File: src/rtl/dds_sweep_ctrl.sv
// dds_sweep_ctrl: key-driven DDS tuning word and waveform select with a triangular auto-sweep
module dds_sweep_ctrl #(
  parameter int KW_MIN = 1,
  parameter int KW_MAX = 512,
  parameter int STEP   = 8,
  parameter int DWELL  = 50000
) (
  input  logic        CLK,
  input  logic        RST,
  input  logic        Key_Wave_In,
  input  logic        Key_Up_In,
  input  logic        Key_Down_In,
  input  logic        Key_Sweep_In,
  output logic [11:0] KW,
  output logic        SW_Sin_Out,
  output logic        SW_Square_Out,
  output logic        SW_Sawtooth_Out,
  output logic        Sweep_Busy
);
  typedef enum logic [1:0] {MANUAL, SWEEP_UP, SWEEP_DOWN} state_t;
  localparam logic [11:0] MIN12 = 12'(KW_MIN);
  localparam logic [11:0] MAX12 = 12'(KW_MAX);
  localparam logic [12:0] STEP13 = 13'(STEP);
  localparam logic [16:0] LAST = 17'(DWELL - 1);
  state_t state_q, state_d;
  logic [11:0] kw_q, kw_d, up_sat, dn_sat;
  logic [2:0] sel_q, sel_d;
  logic [16:0] cnt_q, cnt_d;
  logic [12:0] up_sum, dn_dif;
  // 13-bit arithmetic so neither bound can wrap before saturation
  assign up_sum = {1'b0, kw_q} + STEP13;
  assign dn_dif = {1'b0, kw_q} - STEP13;
  assign up_sat = up_sum > {1'b0, MAX12} ? MAX12 : up_sum[11:0];
  assign dn_sat = {1'b0, kw_q} < {1'b0, MIN12} + STEP13 ? MIN12 : dn_dif[11:0];
  always_comb begin
    state_d = state_q;
    kw_d = kw_q;
    cnt_d = cnt_q;
    sel_d = Key_Wave_In ? {sel_q[0], sel_q[2:1]} : sel_q;
    if (state_q == MANUAL) begin
      if (Key_Sweep_In) begin
        cnt_d = '0;
        state_d = kw_q == MAX12 ? SWEEP_DOWN : SWEEP_UP;
      end else if (Key_Up_In ^ Key_Down_In) kw_d = Key_Up_In ? up_sat : dn_sat;
    end else if (Key_Sweep_In) begin
      state_d = MANUAL;
      cnt_d = '0;
    end else if (cnt_q == LAST) begin
      cnt_d = '0;
      kw_d = state_q == SWEEP_UP ? up_sat : dn_sat;
      if (state_q == SWEEP_UP && up_sat == MAX12) state_d = SWEEP_DOWN;
      else if (state_q == SWEEP_DOWN && dn_sat == MIN12) state_d = SWEEP_UP;
    end else cnt_d = cnt_q + 17'd1;
  end
  always_ff @(posedge CLK or posedge RST) begin
    if (RST) begin
      state_q <= MANUAL;
      kw_q <= MIN12;
      sel_q <= 3'b100;
      cnt_q <= '0;
    end else begin
      state_q <= state_d;
      kw_q <= kw_d;
      sel_q <= sel_d;
      cnt_q <= cnt_d;
    end
  end
  assign KW = kw_q;
  assign {SW_Sin_Out, SW_Square_Out, SW_Sawtooth_Out} = sel_q;
  assign Sweep_Busy = state_q != MANUAL;
endmodule

File: config.mk
export PLATFORM = sky130hd
export DESIGN_NAME = dds_sweep_ctrl
export DESIGN_NICKNAME = d
export VERILOG_FILES = /design/src/rtl/dds_sweep_ctrl.sv
export SDC_FILE = /design/constraint.sdc
export NUM_CORES = 1
export LEC_CHECK = 0
export BUFFER_PORTS_ARGS = -buffer_cell sky130_fd_sc_hd__buf_4
export CORE_MARGIN = 2
export CORE_UTILIZATION = 29
export CTS_CLUSTER_DIAMETER = 50
export DETAILED_ROUTE_END_ITERATION = 8
export RECOVER_POWER = 100
export SLEW_MARGIN = 5
export SYNTH_ARGS = -nofsm -noshare
export SYNTH_HDL_FRONTEND = slang
export SYNTH_SLANG_ARGS = --single-unit
File: constraint.sdc
create_clock -name CLK -period 3.3 [get_ports CLK]
set_input_delay 0.165 -clock CLK [delete_from_list [all_inputs] [get_ports CLK]]
set_output_delay 0.165 -clock CLK [all_outputs]
set_load 0.005 [all_outputs]
== Word-level counts from Yosys, hierarchy flattened ==
Index checks and enable logic that the tools add are counted.

* Input port bits: 6
* Latch bits: 0
* Bits in writable memories: 0
* Output and inout port bits: 16
* Memories: 0
* Bits in registers: 34
* Memory bits (read-only): 0

* Divide/modulo/power cells: 0
* Shift operators: 0
* Bitwise logic cells: 2
* Mux-type cells: 20
* Reductions and logical operators: 9
* Multiply operators: 0
* Order comparisons: 2
* Equal/unequal tests: 8
* Add/sub/neg operators: 3

{| class="wikitable"
|+ Operator list
! kind !! number
|-
| $mux 12 || 9
|-
| $mux 17 || 4
|-
| $eq 12x10->1 const B || 2
|-
| $add 17x1->17 const B || 1
|-
| $eq 17x16->1 const B || 1
|-
| $mux 2 || 7
|-
| $add 12x4->13 const B || 1
|-
| $gt 13x10->1 const B || 1
|-
| $eq 12x1->1 const B || 1
|-
| $lt 12x4->1 const B || 1
|-
| $sub 12x4->12 const B || 1
|-
| $reduce_and 3->1 || 2
|-
| $reduce_bool 2->1 || 3
|-
| $reduce_bool 3->1 || 1
|-
| $eq 2x1->1 const B || 1
|-
| $eq 2x2->1 const B || 1
|-
| $logic_and 1x1->1 || 2
|-
| $logic_not 2->1 || 1
|-
| $ne 2x1->1 const B || 1
|-
| $ne 2x2->1 const B || 1
|-
| $not 1->1 || 1
|-
| $xor 1x1->1 || 1
|}

== Longest topological paths before layout ==
* Word-level depth: 9
* Gate-level depth with buffers: 9
* Depth with buffers taken out: 8

== Worst setup path before layout ==
No wires, ideal clock.

* Path type: flip-flop to flip-flop
* Start: reg kw_q[4] (netlist: KW[4])
* End: reg kw_q[4] (netlist: KW[4])
* Library setup time: 77 ps
* Data arrival time: 1,991 ps
* Buffers on the path: 1
* Setup slack: 1,232 ps
* Clock period less this slack: 2,068 ps
* Cell stages (with the launch flop): 10
* Cells stage by stage: dfrtp_1 clkbuf_1 inv_1 ha_1 inv_1 o2111ai_1 nor3_1 o21ai_2 mux2_2 o21ai_1

* Longest elaborated chain between the ends: 7
* Elaborated cells between the ends (all ways): 13

{| class="wikitable"
|+ Ends and longest elaborated chain
! element !! line !! source
|-
| start: declaration || 26 || <nowiki>logic [11:0] kw_q, kw_d, up_sat, dn_sat;</nowiki>
|-
| start signal: assignment || 63 || <nowiki>kw_q <= kw_d;</nowiki>
|-
| $add 12x4->13 || 31 || <nowiki>assign up_sum = {1'b0, kw_q} + STEP13;</nowiki>
|-
| $gt 13x10->1 || 33 || <nowiki>assign up_sat = up_sum > {1'b0, MAX12} ? MAX12 : up_sum[11:0];</nowiki>
|-
| $mux 12 || 33 ||
|-
| $mux 12 (on tied branches) || 50, 44 ||
|-
| $mux 12 (on tied branches) || 48, 44 ||
|-
| $mux 12 (on tied branches) || 45, 41 ||
|-
| $mux 12 (*) || 40 || <nowiki>if (state_q == MANUAL) begin</nowiki>
|}

Mark *: on every way between the ends. The rest lies on a longest branch, timed or not. The select of a mux whose other input is x is not followed.
A chain may end at the register's enable or synchronous reset.

== Worst setup path after layout ==
* Start: reg kw_q[5] (netlist: KW[5])
* End: reg kw_q[4] (netlist: KW[4])

The elaborated chain is that of the path after synthesis.

==> key figures <==
Floorplanning
  • Initial Util: 29.6%
  • Die area: 8490 um^2
  • Die X: 92.1 um
  • Row count: 32
  • Core area: 7610 um^2
  • # IOs: 22
  • Die Height: 92.1 um

Logic synthesis
  • Largest family of logic cells by synthesized area: simple AND/OR/NAND/NOR gates
  • Yosys warning count: 0
  • Largest area contributor in the netlist: dfrtp_1
  • Main area contributors after synthesis: dfrtp_1, o21ai_0, nand2_1
  • Netlist cell types: 55
  • Avg Inst Size Synth: 8.40 um^2
  • Adder-Cell Fraction of Synth Area: 1.67%
  • FFs w/ async S/R, synth: 100%
  • Synth Flop Type: dfrtp_1
  • Post-synthesis sequential area ratio: 37.9%
  • Synthesized cell area: 2250 um^2
  • Mux share of post-synthesis cell area: 2.94%
  • Compound-Gate Fraction of Synth Area: 24.9%
  • Post-synth EDFFs: 0
  • Xor/xnor share of the synthesized area: 2.33%
  • Post-synth top cells: dfrtp_1, o21ai_0, nand2_1, nor2_1, inv_1
  • Synthesized Nets: 277
  • Yosys reg bits: 34
  • Synth Instances: 268
  • Post-synth top area share: 35.6%
  • Post-Synth Simple-Gate Area: 25.1%
  • Most numerous cell in the Yosys netlist: dfrtp_1

CTS
  • H-tree level count: 2
  • CTS max path bufs: 2
  • Clock transition at path regs: 0.08 ns
  • Clk Latency, worst-skew pair: 0.29 ns
  • CTS Root Buffer Type: clkbuf_8
  • CTS Buf Count: 5
  • Sink Count: 34
  • CTS tree: built

Status
  • Violated checks: max-capacitance violations, max-slew violations
  • Status: finished, violations left

Timing
  • Slew headroom: -25.4%
  • Setup violations, final: 0
  • Setup TNS: 0 ns
  • Final critical-path setup slack: 0.623 ns
  • Hold Violations, Final: 0
  • Max-slew violations: 35
  • Min Tclk post-route: 2.68 ns
  • FMAX: 374 MHz
  • Worst-margin pin slew: 1.88 ns
  • Worst hold slack: 0.101 ns
  • Clock Skew: 0.0147 ns
  • RSZ-0062 raised after global routing: no
  • Period utilisation layout: 81.1%

GRT
  • Largest net degree at the start of global routing: 35
  • Vias in the first global route: 1912
  • GRT Total Usage: 13.5%
  • Initial antenna violation count: 0
  • Global-route wire length before repair: 9320 um
  • Global route overflow: 0

Critical path
  • Crit Path Class: reg2reg
  • CP Capture Type: register
  • Critical Path Fanout Max: 17
  • WP data arrival: 2.90 ns
  • Crit path max-delay cell type: dfrtp_1
  • Worst-path cell chain: nand4_1 > or4_4 > a21oi_1 > o21ai_2 > mux2_2 > o21ai_1
  • Bufs and invs on worst path: 0
  • Worst EP required: 3.52 ns
  • Top delay family on crit path: simple AND/OR/NAND/NOR gates
  • Max stage delay on crit path: 0.67 ns
  • Startpoint Class: register

Placed design
  • Post-DP HPWL: 3970 um
  • Routability congestion estimate: 0.950
  • IO buf count: 21
  • Post-place setup slack: 0.960 ns

Detailed routing
  • WL/cell: 14.5 um
  • Via-to-Cell Ratio: 5.49
  • Remaining DRCs: 0
  • DRT Pass-1 Iters: 4
  • Routed vias: 2124
  • WL final: 5620 um
  • 1st-iter DRT viols: 105
  • Antenna Nets Post-Route: 0

Layout
  • Footprint of the multi-input gates: 1260 um^2
  • Utilization after layout: 33.6%
  • Share of cells above drive strength 1: 15.1%
  • ANT cells: 0
  • FILL cells: 816
  • Layout net count: 293
  • Register area: 853 um^2
  • Area Growth Syn to Fin: 13.5%

Pwr
  • Maximum vdd ir drop: 0.167 mV
  • Pwr Total: 1.55 mW
  • Pwr dens: 608 nW/um^2
  • Leak: 1.04 nW

Hold path
  • Hold WC Path Type: in2reg

Job
  • MaxCap Viol Count: 1
-- per-stage QoR --
stage          cell area (um^2)  std cells
5_1_grt                    2560        387
3_3_place_gp               2490        378
2_1_floorplan              2250        268
4_1_cts                    2580        387
6_report                   2560        387
3_5_place_dp               2490        378
-- final cells by class --
type	count	share of cell area [%]
clock buffer	6	2.84
clock inverter	2	0.392
inverter	14	2.06
multi-input combinational	205	49.5
sequential	34	33.4
tap	102	4.99
timing repair buffer	24	6.85
-- placed cells by master (no fill, tap or decap), types with 6 or more instances in the layout --
master / synthesis / final
a21oi_1: 12 / 13
a31oi_1: 7 / 7
clkbuf_4: 0 / 16
dfrtp_1: 32 / 32
inv_1: 14 / 14
nand2_1: 21 / 21
nand3_1: 13 / 13
nand4_1: 7 / 8
nor2_1: 21 / 21
nor3_1: 11 / 11
o21ai_0: 29 / 29
o31ai_1: 6 / 6
xnor2_1: 6 / 6
-- repair_timing --
item / 4_1_cts / 5_1_grt
buffers inserted: 0 / 0
gates resized for setup: 0 / 0
hold buffers: 1 / 0
endpoints found under the hold margin: 18 / 0
-- path summary, 6_finish.rpt --
kind,startpoint,endpoint,slack (ns),cells past startpoint
worst max-delay path,KW[5],KW[4],0.62,6
worst min-delay path,Key_Sweep_In,cnt_q[4],0.10,2
worst max register to register,KW[5],KW[4],0.62,6
worst min register to register,cnt_q[10],cnt_q[10],0.53,1
max in group asynchronous,RST,KW[1],1.10,4
min in group asynchronous,RST,KW[9],1.11,4
-- routing by layer --
metal | vias up | global-route usage [%] | part of all wire (%)
met5 | - | 0 | 0
met4 | 0 | 4.10 | 1.9
met3 | 12 | 3.12 | 5.3
met2 | 66 | 21.8 | 47
met1 | 1010 | 17.9 | 46
li1 | 1036 | - | -
-- state kept, by name (all words and copies together) (netlist names) --
name and count:
KW 12, cnt_q 17, sel_q 3, state_q 2
-- report_power, final --
part           total (mW)  leakage (nW)  internal (mW)  switching [mW]
Clock               0.302        0.0450          0.146           0.155
Sequential          0.613         0.453          0.464           0.149
Combinational       0.640         0.543          0.285           0.356
Total                1.55          1.04          0.895           0.660
-- cells by family (layout without fill, tap and decap cells) --
group,Yosys count,count (layout)
AOI/OAI and AO/OA,84,84
buffers and inverters,29,46
DFF,34,34
adders and majority gates,3,3
muxes,6,6
xor gates and xnor gates,6,6
and+or+nand+nor,106,106
Power figures use the tool's default switching activity.
